### src/rtl/pipe_stage_reg.sv
// Valid/ready pipeline register. SkidEn=1 adds a skid entry so ready_o comes
// straight from a flop; SkidEn=0 is a single entry with pass-through ready.
module pipe_stage_reg #(
  parameter int Width  = 64,
  parameter bit SkidEn = 1'b1
) (
  input  logic             clk_i,
  input  logic             rst_i,
  input  logic             flush_i,
  input  logic             valid_i,
  output logic             ready_o,
  input  logic [Width-1:0] data_i,
  output logic             valid_o,
  input  logic             ready_i,
  output logic [Width-1:0] data_o,
  output logic [1:0]       count_o
);

  logic             main_valid_q, main_valid_d;
  logic [Width-1:0] main_data_q,  main_data_d;
  logic             skid_valid_q, skid_valid_d;
  logic [Width-1:0] skid_data_q,  skid_data_d;
  logic             ready_q,      ready_d;
  logic             fire_in, fire_out;

  assign ready_o  = SkidEn ? ready_q : (!main_valid_q | ready_i);
  assign fire_in  = valid_i & ready_o & !flush_i;
  assign fire_out = main_valid_q & ready_i;
  assign valid_o  = main_valid_q;
  assign data_o   = main_data_q;
  assign count_o  = {1'b0, main_valid_q} + {1'b0, skid_valid_q};

  always_comb begin
    main_valid_d = main_valid_q;
    main_data_d  = main_data_q;
    skid_valid_d = skid_valid_q;
    skid_data_d  = skid_data_q;
    if (flush_i) begin
      // Only valid bits are dropped; stale data is harmless once invalid.
      main_valid_d = 1'b0;
      skid_valid_d = 1'b0;
    end else if (fire_out) begin
      if (skid_valid_q) begin
        main_data_d  = skid_data_q;
        skid_valid_d = 1'b0;
      end else if (fire_in) begin
        main_data_d  = data_i;
      end else begin
        main_valid_d = 1'b0;
      end
    end else if (fire_in) begin
      if (!main_valid_q) begin
        main_valid_d = 1'b1;
        main_data_d  = data_i;
      end else if (SkidEn) begin
        skid_valid_d = 1'b1;
        skid_data_d  = data_i;
      end
    end
    // With skid occupied ready_o is low, so skid never holds with a fire_in.
    ready_d = !skid_valid_d;
  end

  always_ff @(posedge clk_i or posedge rst_i) begin
    if (rst_i) begin
      main_valid_q <= 1'b0;
      main_data_q  <= '0;
      skid_valid_q <= 1'b0;
      skid_data_q  <= '0;
      ready_q      <= 1'b1;
    end else begin
      main_valid_q <= main_valid_d;
      main_data_q  <= main_data_d;
      skid_valid_q <= skid_valid_d;
      skid_data_q  <= skid_data_d;
      ready_q      <= ready_d;
    end
  end

  a_skid_implies_main: assert property (@(posedge clk_i) disable iff (rst_i)
    skid_valid_q |-> main_valid_q);

  a_stall_stable: assert property (@(posedge clk_i) disable iff (rst_i)
    (valid_o & !ready_i & !flush_i) |=> (valid_o && $stable(data_o)));

endmodule

### config.mk
export PLATFORM = sky130hd
export DESIGN_NAME = pipe_stage_reg
export DESIGN_NICKNAME = d
export VERILOG_FILES = /design/src/rtl/pipe_stage_reg.sv
export SDC_FILE = /design/constraint.sdc
export NUM_CORES = 1
export LEC_CHECK = 0
export BUFFER_PORTS_ARGS = -buffer_cell sky130_fd_sc_hd__buf_2
export CORE_AREA = 10 10 116 118
export DETAILED_ROUTE_END_ITERATION = 8
export DIE_AREA = 0 0 126 128
export GPL_ROUTABILITY_DRIVEN = 0
export GPL_TIMING_DRIVEN = 0
export PLACE_DENSITY = 0.81
export SYNTH_ARGS = -nofsm -noshare
export SYNTH_HDL_FRONTEND = slang
export SYNTH_SLANG_ARGS = --single-unit
### constraint.sdc
create_clock -name clk_i -period 6.9 [get_ports clk_i]
set_input_delay 2.07 -clock clk_i [delete_from_list [all_inputs] [get_ports clk_i]]
set_output_delay 2.07 -clock clk_i [all_outputs]
set_load 0.01 [all_outputs]
---- Word level (Yosys, flattened, before mapping) ----
Cells that the tools add are included.
word-level totals
  bits in registers ....................... 131
  input bits .............................. 69
  output and inout port bits .............. 68
  logic and storage cells ................. 36
cells by class
  reductions and logical operators ........ 8
  $add $sub $neg .......................... 1
  multiplexer cells ....................... 14
  eq/ne operators ......................... 3
  bitwise gates (word level) .............. 5
operator list
  kind                                                    count
  two-way mux 64 bit                                      5
  two-way mux 1 bit                                       9
  AND reduction 4 bit                                     2
  inequality test 3 bit (second input constant)           2
  nonzero test 2 bit                                      2
  AND 1 bit                                               3
  AND reduction 3 bit                                     1
  nonzero test 3 bit                                      1
  adder 1 x 1 -> 2 bit                                    1
  zero test 1 bit                                         2
  inequality test 2 x 1 -> 1 bit (second input constant)  1
  inverter 1 bit                                          2

---- Depth between registers and ports, before layout ----
  word-level depth ........................ 6
  mapped depth ............................ 5
  depth with buffers taken out ............ 4

---- Least setup slack after synthesis ----
Ideal clock, no wire load.
  kind .................................... input to register
  from .................................... input port valid_i
  to ...................................... register main_data_q[48], in the netlist data_o[48]
  slack ................................... 3.534 ns
  arrival time ............................ 3.241 ns
  library setup time ...................... 0.125 ns
  data required time ...................... 6.775 ns
  buffers on the path ..................... 1
  stages .................................. 4
  path through ............................ nand2_1 -> a221oi_4 -> buf_6 -> mux2_2
on the way
  cells in the longest elaborated chain, start to end .. 4
  elaborated cells on any way between the ends .. 5
  those cells by class .................... bitwise (2); reduce/logical (3)
RTL lines
  item                               RTL line  RTL
  from (decl)                        10        input logic valid_i,
  AND 1 bit (*) (2 in series)        27        assign fire_in = valid_i & ready_o & !flush_i;
  nonzero test 2 bit (no line)       -
  AND reduction 4 bit (no line) (*)  -
  to (signal assigned)               73        main_data_q <= main_data_d;
  to (decl)                          20        logic [Width-1:0] main_data_q, main_data_d;
Mark *: on every way between the ends. The rest lies on a longest branch, timed or not.
A chain may end at the register's enable or synchronous reset.

---- Final worst setup path ----
  from .................................... register main_valid_q, in the netlist valid_o
  to ...................................... output port count_o[0]
on the way
  cells in the longest elaborated chain, start to end .. 1
RTL lines
  item                    RTL line  RTL
  from (decl)             19        logic main_valid_q, main_valid_d;
  from (signal assigned)  72        main_valid_q <= main_valid_d;
  adder 1 x 1 -> 2 bit    31        assign count_o = {1'b0, main_valid_q} + {1'b0, skid_valid_q};
  to (decl)               16        output logic [1:0] count_o
No other way between the ends.

==> tab_implementation.tex <==
\begin{tabular}{lr}
\hline
Metric & Value \\
\hline
\multicolumn{2}{l}{\textbf{Status}} \\
Status & finished, final reports clean \\
\multicolumn{2}{l}{\textbf{Detailed routing}} \\
Wirelength, routed & about 13000 um \\
Final routed DRC violation total & 0 \\
Post-detailed-route wirelength per cell & 19.04 um \\
DRT antenna net count & 0 \\
Vias & 3473 \\
Detailed Route Iter0 Violations & $\sim$190 \\
Detail-routed via count per cell & 5.168 \\
Iteration count of the initial detailed-routing pass & 4 \\
\multicolumn{2}{l}{\textbf{Synth}} \\
Number of flops mapped to enable cells by yosys & 0 \\
Count of synthesis-stage warnings from yosys & 0 \\
Cell count after synthesis & 360 \\
Mean post-synth cell area & 16.51 um\^{}2 \\
Most area-consuming cells after synthesis & sky130\_fd\_sc\_hd\_\_dfrtp\_1 55\%, sky130\_fd\_sc\_hd\_\_mux2\_2 26\%, sky130\_fd\_sc\_hd\_\_mux2\_4 13\% \\
Post-Syn Nets & 431 \\
Area of the mapped netlist & 5943 um\^{}2 \\
Number of flip-flops and latches in the synthesized netlist & approximately 130 \\
Synth Flop Type & sky130\_fd\_sc\_hd\_\_dfrtp\_1 \\
Synth async-reset ratio & 100.0\% \\
Share of Yosys cell area claimed by the top area cell type & 54.74\% \\
Part of the Yosys area used for sequential elements & approximately 55\% \\
Cell accounting for the most synthesized area & sky130\_fd\_sc\_hd\_\_dfrtp\_1 \\
Post-synth cell types & 21 \\
\multicolumn{2}{l}{\textbf{Place}} \\
Count of buffers from port buffering & 136 \\
Placed Area & 6835 um\^{}2 \\
Count of placed standard cells including taps & 640 \\
Setup Slack @ Placement & 3.098 ns \\
HPWL after DPL & $\sim$9100 um \\
\multicolumn{2}{l}{\textbf{Clocking}} \\
CTS HTree Levels & 4 \\
Clock tree from TritonCTS & done \\
Total CTS buffers & 17 \\
Post-CTS Hold Fix Bufs & 0 \\
Worst-path clk slew & 0.05 ns \\
Maximum clock insertion buffer count & 2 \\
CTS sink count & 131 \\
Worst-skew pair later-pin latency & 0.42 ns \\
Root buf cell & sky130\_fd\_sc\_hd\_\_clkbuf\_16 \\
Setup repair bufs after CTS & 0 \\
CTS resizes & 0 \\
\multicolumn{2}{l}{\textbf{Final layout}} \\
\# nets final & 587 \\
Fraction of final layout cells with drive strength greater than 1 & 70.13\% \\
Area growth from synthesis to layout & 24.46\% \\
Commonest cells after routing, fill and taps aside & 138 x sky130\_fd\_sc\_hd\_\_mux2\_2, 137 x sky130\_fd\_sc\_hd\_\_buf\_2, 130 x sky130\_fd\_sc\_hd\_\_dfrtp\_1, 50 x sky130\_fd\_sc\_hd\_\_mux2\_4, 17 x sky130\_fd\_sc\_hd\_\_clkbuf\_16 \\
Count of placed standard cells in the final layout, fillers left out & 672 \\
Most frequent standard cell in the layout excluding fill and tap cells & sky130\_fd\_sc\_hd\_\_mux2\_2 \\
Final core utilization & between 60\% and 70\% \\
Diodes inserted & 0 \\
Final design instance area without fill & $\sim$7400 um\^{}2 \\
\multicolumn{2}{l}{\textbf{Floorplanning}} \\
Standard-cell rows & 39 \\
Effective utilization at floorplan & 52.95\% \\
Die outline height & 128 um \\
Die Outline Area & about 16000 um\^{}2 \\
Width of the die & 126 um \\
Core Region & between 10000 and 15000 um\^{}2 \\
Boundary pin count & $\sim$140 \\
\multicolumn{2}{l}{\textbf{Worst setup path}} \\
End of the worst register-to-register path & data\_o[14]\$\_DFFE\_PP0P\_ \\
Worst setup path category & reg -> out \\
Critical Path Source & valid\_o\$\_DFFE\_PP0P\_ \\
Worst setup path endpoint & count\_o[0] \\
Start of the worst register-to-register path & valid\_o\$\_DFFE\_PP0P\_ \\
Crit start category & flop \\
Required arrival time at the worst endpoint & 4.83 ns \\
Signal arrival time at the worst endpoint & between 1 and 1.5 ns \\
Worst setup EP type & output port \\
R2R Setup Slk & 4.78 ns \\
Worst-path fanout max & 6 \\
Number of cells on the worst reg-to-reg path & 5 \\
\multicolumn{2}{l}{\textbf{STA}} \\
Min Tclk post-route & between 3 and 4 ns \\
Max Clock Freq & approximately 280 MHz \\
Slew headroom & 45.38\% \\
Setup Skew & 0.01015 ns \\
Setup ws final & 3.363 ns \\
Final slew viol count & 0 \\
\# setup viols final & 0 \\
Slew at the pin closest to its max-slew limit & 0.8132 ns \\
Final total negative setup slack & 0 ns \\
Setup repair after global routing missed its margin & no \\
Final hold viol count & 0 \\
Period utilisation layout & 51.27\% \\
\multicolumn{2}{l}{\textbf{Global routing}} \\
Fraction of met1 tracks used by global routing & around a fifth \\
M2 GR Usage & 24.73\% \\
GRT Max-Usage Layer & met2 \\
Maximum number of pins on one net before global-route repair & 77 \\
Met3 Resource Use GR & slightly below 9\% \\
Grt total ovfl & 0 \\
Wire length of the first global-routing pass & 20850 um \\
Initial antenna violation count & 1 \\
Via count of the first global-routing pass & 4000 \\
Gr usage total & about 16\% \\
\multicolumn{2}{l}{\textbf{Job}} \\
Max capacitance violation total & 0 \\
\multicolumn{2}{l}{\textbf{Power and ir drop}} \\
Cell leakage power & 3.472 nW \\
Peak supply drop & 0.2429 mV \\
Power density normalized to cell area & roughly 330 nW/um\^{}2 \\
\multicolumn{2}{l}{\textbf{Worst hold path}} \\
Tightest Hold Check Type & reg -> reg \\
Hold path cells & 1 \\
\hline
\end{tabular}
[metal layers]
layer | vias up | part of all wire [%] | wire, um
li1 | 1608 | - | -
met1 | 1742 | 43 | 5507
met2 | 107 | 47 | 5962
met3 | 16 | 9.0 | 1149
met4 | 0 | 1.4 | 177
met5 | - | 0 | 0
[final cells by class]
type | instances | area [um^2]
tap | 143 | 178.9
sequential | 131 | 3279
fill | 789 | 3826
buffer | 19 | 166.4
multi-input combinational | 206 | 2482
clock inverter | 4 | 45.04
clock buffer | 28 | 516.7
inverter | 4 | 20.02
timing repair buffer | 137 | 708.2
[through the flow]
stage,hold WS (ns),power [mW]
3_5_place_dp,0.4777,1.640
3_3_place_gp,0.4662,1.603
4_1_cts,0.4937,2.502
5_1_grt,0.5170,2.598
6_report,0.4927,2.472
2_1_floorplan,0.4541,1.430
[flip-flops by register name, indices dropped and copies added, names as in the netlist]
| signal | count |
|---|---|
| data_o | 64 |
| ready_o | 1 |
| skid_data_q | 64 |
| skid_valid_q | 1 |
| valid_o | 1 |
[cell usage after synthesis, drive strengths merged (2+ instances only)]
library cell	number
nand2	3
ha	2
mux2	192
dfrtp	130
inv	4
clkbuf	5
buf	14
a21oi	2
[critical path, stage by stage (launching register included)]
cell and delay [ns]:
sky130_fd_sc_hd__dfrtp_1 0.38, sky130_fd_sc_hd__buf_4 0.17, sky130_fd_sc_hd__inv_2 0.06, sky130_fd_sc_hd__ha_1 0.29
sky130_fd_sc_hd__buf_2 0.15
[how the worst min path moves through the flow]
stage,start,to,slack [ns]
2_1_floorplan,skid_data_q[15]$_DFFE_PP0P_,skid_data_q[15]$_DFFE_PP0P_,0.45
3_5_place_dp,skid_data_q[16]$_DFFE_PP0P_,skid_data_q[16]$_DFFE_PP0P_,0.48
3_3_place_gp,skid_data_q[15]$_DFFE_PP0P_,skid_data_q[15]$_DFFE_PP0P_,0.47
6_report,data_o[46]$_DFFE_PP0P_,data_o[46]$_DFFE_PP0P_,0.49
5_1_grt,data_o[6]$_DFFE_PP0P_,data_o[6]$_DFFE_PP0P_,0.52
4_1_cts,data_o[46]$_DFFE_PP0P_,data_o[46]$_DFFE_PP0P_,0.49
[kinds of logic (layout without fill, tap and decap cells)]
group	after synthesis	in the layout	share of synthesized area, %
multiplexers	192	192	39.54
flip-flops	131	131	55.18
adder cells (fa/ha/maj)	2	2	0.4210
AND/OR/NAND/NOR	6	6	0.8211
AO/OA/AOI/OAI	6	6	0.9895
buffers and inverters	23	192	3.053
[power by group]
part	total, mW	leakage (nW)	internal [mW]	switching, mW
sequential	1.09	1.58	0.981	0.113
clock	0.849	0.278	0.541	0.308
combinational	0.528	1.61	0.320	0.208
total	2.47	3.47	1.84	0.629
(Power assumes the default switching activity.)
